[src/rtl/input_gpio_loader.sv]
// input_gpio_loader: GPIO strobe/ack byte receiver writing an image into data memory at consecutive addresses.
module input_gpio_loader #(
    parameter int                ADDR_W      = 18,
    parameter logic [ADDR_W-1:0] IMAGE_BYTES = 18'd76800,
    parameter logic [ADDR_W-1:0] BASE_SEL0   = 18'h00000,
    parameter logic [ADDR_W-1:0] BASE_SEL1   = 18'h1E846
) (
    input  logic              clk,
    input  logic              rst,
    input  logic              enable,
    input  logic              selected,
    input  logic [7:0]        in_data,
    input  logic              in_strobe,
    output logic              in_ack,
    output logic [ADDR_W-1:0] address,
    output logic [7:0]        wdata,
    output logic              wren,
    output logic              busy,
    output logic              done
);
    typedef enum logic [2:0] {IDLE, WAIT_REQ, WRITE, ACK_HI, DONE} state_t;
    state_t            state, state_n;
    logic              sync_a, strobe_s;
    logic [ADDR_W-1:0] base, count, count_inc;
    logic [7:0]        data_q;
    assign count_inc = count + ADDR_W'(1);
    always_ff @(posedge clk or posedge rst) begin
        if (rst) begin
            sync_a   <= 1'b0;
            strobe_s <= 1'b0;
        end else begin
            sync_a   <= in_strobe;
            strobe_s <= sync_a;
        end
    end
    always_ff @(posedge clk or posedge rst) begin
        if (rst) state <= IDLE;
        else     state <= state_n;
    end
    // in_data is captured unsynchronized; the host keeps it stable until it sees in_ack.
    always_ff @(posedge clk or posedge rst) begin
        if (rst) begin
            base   <= '0;
            count  <= '0;
            data_q <= '0;
        end else begin
            if (state == IDLE && enable) base <= selected ? BASE_SEL1 : BASE_SEL0;
            if (!enable || state == IDLE) count <= '0;
            else if (state == ACK_HI && !strobe_s) count <= count_inc;
            if (state == WAIT_REQ && enable && strobe_s) data_q <= in_data;
        end
    end
    always_comb begin
        state_n = state;
        case (state)
            IDLE:     state_n = enable ? WAIT_REQ : IDLE;
            WAIT_REQ: state_n = strobe_s ? WRITE : WAIT_REQ;
            WRITE:    state_n = ACK_HI;
            ACK_HI:   state_n = strobe_s ? ACK_HI : (count_inc == IMAGE_BYTES) ? DONE : WAIT_REQ;
            DONE:     state_n = DONE;
            default:  state_n = IDLE;
        endcase
        if (!enable) state_n = IDLE;
    end
    assign in_ack  = state == ACK_HI;
    assign wren    = state == WRITE && enable;
    assign busy    = state == WAIT_REQ || state == WRITE || state == ACK_HI;
    assign done    = state == DONE;
    assign address = (state == IDLE) ? '0 : base + count;
    assign wdata   = data_q;
endmodule

[config.mk]
export PLATFORM = sky130hd
export DESIGN_NAME = input_gpio_loader
export DESIGN_NICKNAME = d
export VERILOG_FILES = /design/src/rtl/input_gpio_loader.sv
export SDC_FILE = /design/constraint.sdc
export NUM_CORES = 1
export LEC_CHECK = 0
export ABC_AREA = 1
export BUFFER_PORTS_ARGS = -buffer_cell sky130_fd_sc_hd__buf_2
export CORE_MARGIN = 5
export CORE_UTILIZATION = 51
export CTS_BUF_LIST = sky130_fd_sc_hd__clkbuf_4 sky130_fd_sc_hd__clkbuf_8
export CTS_CLUSTER_SIZE = 40
export DETAILED_ROUTE_END_ITERATION = 16
export PLACE_DENSITY = 0.74
export SETUP_SLACK_MARGIN = 0.5
export SKIP_LAST_GASP = 1
export SLEW_MARGIN = 40
export SYNTH_ARGS = -nofsm -noshare
export SYNTH_HDL_FRONTEND = slang
export SYNTH_SLANG_ARGS = --single-unit
[constraint.sdc]
create_clock -name clk -period 3.86 [get_ports clk]
set_input_delay 0.386 -clock clk [delete_from_list [all_inputs] [get_ports clk]]
set_output_delay 0.386 -clock clk [all_outputs]
set_load 0.05 [all_outputs]
**Yosys cells after proc, flatten, opt, wreduce, memory -nomap -nowiden**

Index checks and enable logic that the tools add are counted.

- Register bits after elaboration: 49
- Bits of input ports: 13
- Output and inout port bits: 30

- Add/sub/neg operators: 2
- Equal/unequal tests: 5
- Multiplexer cells: 9
- Reductions and logical operators: 12

Operators by type and width:

| operator | count |
|---|---|
| 18-bit two-way mux | 3 |
| 18-bit by 1-bit adder with 18-bit output, second input constant | 1 |
| 18-bit adder | 1 |
| 18-bit by 17-bit == test with 1-bit output, second input constant | 1 |
| 17-bit two-way mux | 1 |
| 3-bit case mux with 5 select lines | 1 |
| 3-bit two-way mux | 3 |
| 3-bit by 2-bit == test with 1-bit output, second input constant | 2 |
| 1-bit logical AND | 5 |
| 3-bit by 1-bit == test with 1-bit output, second input constant | 1 |
| 3-bit == test, second input constant | 1 |
| 3-bit logical NOT | 1 |
| 1-bit logical OR | 3 |
| 1-bit logical NOT | 2 |
| 2-bit two-way mux | 1 |
| 2-bit nonzero test | 1 |

**Longest topological paths before layout**

- Word-level depth: 6
- Gate-level depth with buffers: 13

**Least setup slack after synthesis**

OpenSTA, ideal clock, no wires.

- Path type: reg2out
- Start point: reg base[15] (netlist name)
- End point: out address[12]
- Arrival time: 2.581 ns
- Required time: 3.474 ns
- Setup slack: 0.893 ns
- Stages on the path, launching flop included: 12
- Buffers on the path: 0
- Cells stage by stage: dfrtp_1 > ha_1 > a21oi_1 > nor2_1 > nand2_1 > nor2_1 > o21ai_1 > inv_2 > nand2_1 > nand2_1 > nor2_1 > nor3_1

RTL lines:

| what | RTL line | text |
|---|---|---|
| to (decl) | 15 | `output logic [ADDR_W-1:0] address,` |

**Worst setup path after layout**

- Start point: reg base[15]
- End point: out address[15]

- Word-level cells in the longest chain between the ends: 2

RTL lines:

| what | RTL line | text |
|---|---|---|
| from (decl) | 24 | `logic [ADDR_W-1:0] base, count, count_inc;` |
| from (signal assigned) | 47 | `if (state == IDLE && enable) base <= selected ? BASE_SEL1 : BASE_SEL0;` |
| 18-bit adder | 69 | `assign address = (state == IDLE) ? '0 : base + count;` |
| 18-bit two-way mux | 69 |  |

No other way between the ends.

==> metrics.txt <==
# TYPE chip_impl_metric gauge
chip_impl_info{name="status",value="finished, final reports clean"} 1
chip_impl_metric{name="met1_length",unit="mm"} 2.72
chip_impl_metric{name="synth_async_sr_flop_share",unit="%"} 100
chip_impl_metric{name="maxSlewViolCount",unit=""} 0
chip_impl_info{name="timing.critical_path.from_type",value="register"} 1
chip_impl_metric{name="power.clock.fraction",unit="%"} 29.2
chip_impl_metric{name="post_synth_instance_area",unit="sq mm"} 0.00238
chip_impl_info{name="synth_top_family_by_area",value="simple AND/OR/NAND/NOR gates"} 1
chip_impl_metric{name="drt_via_density",unit=""} 5.49
chip_impl_metric{name="die-height",unit="um"} 78.4
chip_impl_info{name="worstSetupEndpointType",value="output port"} 1
chip_impl_metric{name="max-slew-margin-rel",unit="%"} 59.8
chip_impl_info{name="reg2reg_to",value="state[2]"} 1
chip_impl_metric{name="top_level_ports",unit=""} 43
chip_impl_metric{name="dpl.cell_count",unit=""} 425
chip_impl_info{name="crit_path_frequent_cell",value="nand2_1"} 1
chip_impl_metric{name="grt_first_pass_wirelength",unit="mm"} 10.6
chip_impl_info{name="grt_setup_unrepaired",value="no"} 1
chip_impl_metric{name="io_buffer_count",unit=""} 42
chip_impl_metric{name="filler_cell_count",unit=""} 440
chip_impl_metric{name="flow.area_growth_from_synthesis",unit="%"} 14.5
chip_impl_metric{name="finalSetupTns",unit="ns"} 0
chip_impl_metric{name="post_cts.repair.setup_buffers",unit=""} 0
chip_impl_metric{name="critical_path_buf_inv_count",unit=""} 2
chip_impl_metric{name="detail_route.first_pass.iterations",unit=""} 4
chip_impl_metric{name="post_synth_mux_area_share",unit="%"} 3.78
chip_impl_metric{name="clock_latency",unit="ns"} 0.29
chip_impl_metric{name="gp_congestion",unit=""} 0.915
chip_impl_metric{name="layout-drive-gt1-share",unit="%"} 22.6
chip_impl_metric{name="detailedPlacementHpwl",unit="mm"} 4.71
chip_impl_metric{name="post-layout-total-power",unit="mW"} 0.951
chip_impl_metric{name="critPathMaxFanout",unit=""} 10
chip_impl_info{name="synthMostInstantiatedCell",value="nand2_1"} 1
chip_impl_metric{name="grt_max_degree",unit=""} 25
chip_impl_metric{name="post_synth.cell_area_avg",unit="sq um"} 7.09
chip_impl_info{name="crit_slowest_cell",value="dfrtp_1"} 1
chip_impl_metric{name="drcViolationCount",unit=""} 0
chip_impl_metric{name="p_leak",unit="nW"} 1.34
chip_impl_metric{name="intPower",unit="mW"} 0.588
chip_impl_metric{name="wl_met2",unit="mm"} 2.97
chip_impl_metric{name="crit_path_max_incr_delay",unit="ns"} 0.53
chip_impl_metric{name="postRouteAntennaNets",unit=""} 0
chip_impl_metric{name="fmax",unit="GHz"} 0.320
chip_impl_metric{name="pwr-share-seq",unit="%"} 40.3
chip_impl_metric{name="num_vias",unit=""} 2378
chip_impl_metric{name="design.die.area",unit="sq mm"} 0.00614
chip_impl_metric{name="timing.final.setup_violations",unit=""} 0
chip_impl_metric{name="grt_antenna_before_repair",unit=""} 0
chip_impl_metric{name="number_of_enable_flip_flop_cells_after_synthesis",unit=""} 0
chip_impl_metric{name="required_time_worst_endpoint",unit="ns"} 3.47
chip_impl_metric{name="power.ir.vdd_worst",unit="mV"} 0.306
chip_impl_metric{name="placeableCoreArea",unit="sq mm"} 0.00444
chip_impl_metric{name="grt_pass1_vias",unit=""} 2286
chip_impl_metric{name="yosys.area_share.xor_xnor",unit="%"} 2.20
chip_impl_metric{name="met3RoutedLength",unit="um"} 348
chip_impl_metric{name="timing.clock.skew",unit="ns"} 0.00695
chip_impl_metric{name="post_cts_hold_buffer_count",unit=""} 0
chip_impl_metric{name="finalWirelength",unit="mm"} 6.16
chip_impl_info{name="synth_largest_area_cell",value="dfrtp_1"} 1
chip_impl_metric{name="setup.reg_to_reg.worst_slack",unit="ns"} 1.73
chip_impl_metric{name="clock-sinks",unit=""} 32
chip_impl_metric{name="synth_cells",unit=""} 336
chip_impl_metric{name="cts_resized",unit=""} 0
chip_impl_info{name="synth_flop_cell",value="dfrtp_1"} 1
chip_impl_metric{name="switching_power",unit="mW"} 0.363
chip_impl_metric{name="yosys_warnings",unit=""} 0
chip_impl_info{name="yosys-top-cells-count",value="73 x nand2_1, 44 x inv_1, 43 x nor2_1"} 1
chip_impl_metric{name="finalCritPeriodShare",unit="%"} 80.9
chip_impl_metric{name="insertedDiodeCount",unit=""} 0
chip_impl_metric{name="fin_nets",unit=""} 404
chip_impl_metric{name="finalHoldWorstSlack",unit="ns"} 0.0395
chip_impl_metric{name="synth.distinct_cells",unit=""} 32
chip_impl_metric{name="first_iter_violations",unit=""} 164
chip_impl_metric{name="fraction_of_the_mapped_netlist_area_in_compound_gates",unit="%"} 12.5
chip_impl_metric{name="synth.ff_latch_count",unit=""} 32
chip_impl_metric{name="maxCapViolCount",unit=""} 0
chip_impl_metric{name="fp.dieW",unit="um"} 78.4
chip_impl_metric{name="number_of_buffers_inserted_during_clock_tree_synthesis",unit=""} 5
chip_impl_metric{name="timing_worst_slew_pin_value",unit="ns"} 0.602
chip_impl_metric{name="ctsLongestPathBuffers",unit=""} 2
chip_impl_metric{name="synth_nets",unit=""} 360
chip_impl_metric{name="gr-usage-all-layers",unit="%"} 21.5
chip_impl_metric{name="worst_ep_arrival_time",unit="ns"} 2.74
chip_impl_metric{name="clock_tree.htree_level_count",unit=""} 2
chip_impl_info{name="min_path_type",value="in -> async"} 1
chip_impl_metric{name="powerDensity",unit="mW/mm^2"} 348
chip_impl_metric{name="avgRoutedWirePerCell",unit="um"} 14.2
chip_impl_metric{name="post-route-util",unit="%"} 61.4
chip_impl_metric{name="p_sw_share",unit="%"} 38.2
chip_impl_info{name="worst_path_cell_trace",value="ha_1 -> fa_1 -> nand2_1 -> inv_1 -> a31oi_2 -> nor2_2 -> nand2_1 -> nand2_1 -> a21boi_1 -> xor2_1 -> nor2_1 -> buf_2"} 1
chip_impl_metric{name="synthAdderAreaFrac",unit="%"} 6.09
chip_impl_metric{name="finalNonFillerCells",unit=""} 433
chip_impl_metric{name="grt_remaining_overflow",unit=""} 0
chip_impl_metric{name="clk_transition_reported_paths",unit="ns"} 0.07
chip_impl_metric{name="finalHoldViolations",unit=""} 0
chip_impl_info{name="post_synth_main_area_contributors",value="dfrtp_1 34%, nand2_1 11%, inv_1 6.9%"} 1
chip_impl_info{name="setup.worst_path.class",value="reg -> out"} 1
chip_impl_info{name="cts.root.buffer_cell",value="clkbuf_8"} 1
chip_impl_info{name="critical_path.top_delay_family",value="adder cells"} 1
chip_impl_metric{name="post_synth_and_or_nand_nor_area_fraction",unit="%"} 32.4
chip_impl_metric{name="pwr-share-comb",unit="%"} 30.5
chip_impl_metric{name="netlist.area_leader.share",unit="%"} 33.6
chip_impl_info{name="tritoncts_clock_tree",value="yes"} 1
chip_impl_metric{name="register_area_share_after_synthesis",unit="%"} 33.6
chip_impl_metric{name="fp-row-count",unit=""} 24
chip_impl_metric{name="worst_r2r_path_depth",unit=""} 11
chip_impl_metric{name="time_the_final_worst_path_needs_with_i_o_delays_and_setup",unit="ns"} 3.12
chip_impl_metric{name="initial_utilization",unit="%"} 53.6
chip_impl_info{name="critical_path.reg2reg.startpoint",value="count[1]"} 1
chip_impl_info{name="topRoutingLayerUsed",value="met4"} 1
[per-layer routing]
layer | track usage (%) | vias to the layer above
met5 | 0 | -
met4 | 6.64 | 0
li1 | - | 1190
met1 | 27.7 | 1096
met3 | 4.69 | 14
met2 | 36.1 | 78
[metrics by stage]
step / worst slack, ns / cell area (sq um)
floorplan: 0.893 / 2380
global placement: 1.15 / 2630
detailed placement: 1.05 / 2630
CTS: 0.740 / 2730
global route: 0.526 / 2730
finish: 0.738 / 2730
[worst max path at each step]
stage,start,end,slack [ns],depth (start not counted)
4_1_cts,base[15],address[15],0.74,12
5_1_grt,base[15],address[15],0.53,12
3_3_place_gp,base[15],address[15],1.15,12
2_1_floorplan,base[15],address[12],0.89,11
3_5_place_dp,base[15],address[15],1.05,12
6_report,base[15],address[15],0.74,12
[cell type report]
class,instances,area (sq um),share of cell area (%)
clock buffer,7,90.1,3.30
clock inverter,1,7.51,0.275
inverter,48,180,6.60
multi-input combinational,249,1360,49.8
sequential,32,801,29.3
tap,52,65.1,2.38
timing repair buffer,44,225,8.25
[sequential cells by signal, summed over array words and instances (netlist names)]
signal	cells
sync_a	1
strobe_s	1
base	1
state	3
count	18
wdata	8
[worst register-to-register path, delay by kind of cell (launching register included)]
kind / cells / cell delay, ns
simple gates: 8 / 0.93
flops: 1 / 0.47
fa+ha+maj: 1 / 0.31
xor+xnor: 1 / 0.23
compound gates: 1 / 0.12
[power by group through the flow]
| stage | Combinational [mW] | Clock [mW] | Sequential (mW) |
|---|---|---|---|
| global route | 0.311 | 0.303 | 0.388 |
| detailed placement | 0.291 | 0 | 0.390 |
| finish | 0.290 | 0.277 | 0.384 |
| CTS | 0.293 | 0.283 | 0.384 |
| floorplan | 0.138 | 0 | 0.472 |
| global placement | 0.290 | 0 | 0.388 |
[cell families after synthesis]
kind of cell / Yosys count
flip-flops: 32
AND/OR/NAND/NOR: 172
AO/OA/AOI/OAI: 52
adder cells (fa/ha/maj): 11
multiplexers: 8
buffers and inverters: 55
XOR/XNOR: 6
[cell usage in the layout, fill, tap and decap left out, types with 2 or more instances in the layout]
cell type	count
nand3_2	3
nand3_1	21
o21ai_0	16
a31oi_1	2
o22ai_1	11
xor2_1	6
dfrtp_1	32
buf_4	2
clkbuf_8	6
nor2_1	43
nand4_1	8
inv_2	4
ha_1	10
nor2_2	9
nand2_2	6
mux2_2	8
inv_1	44
nand2_1	73
buf_2	42
a21oi_1	16
nor3_1	7
(Power assumes the default switching activity.)
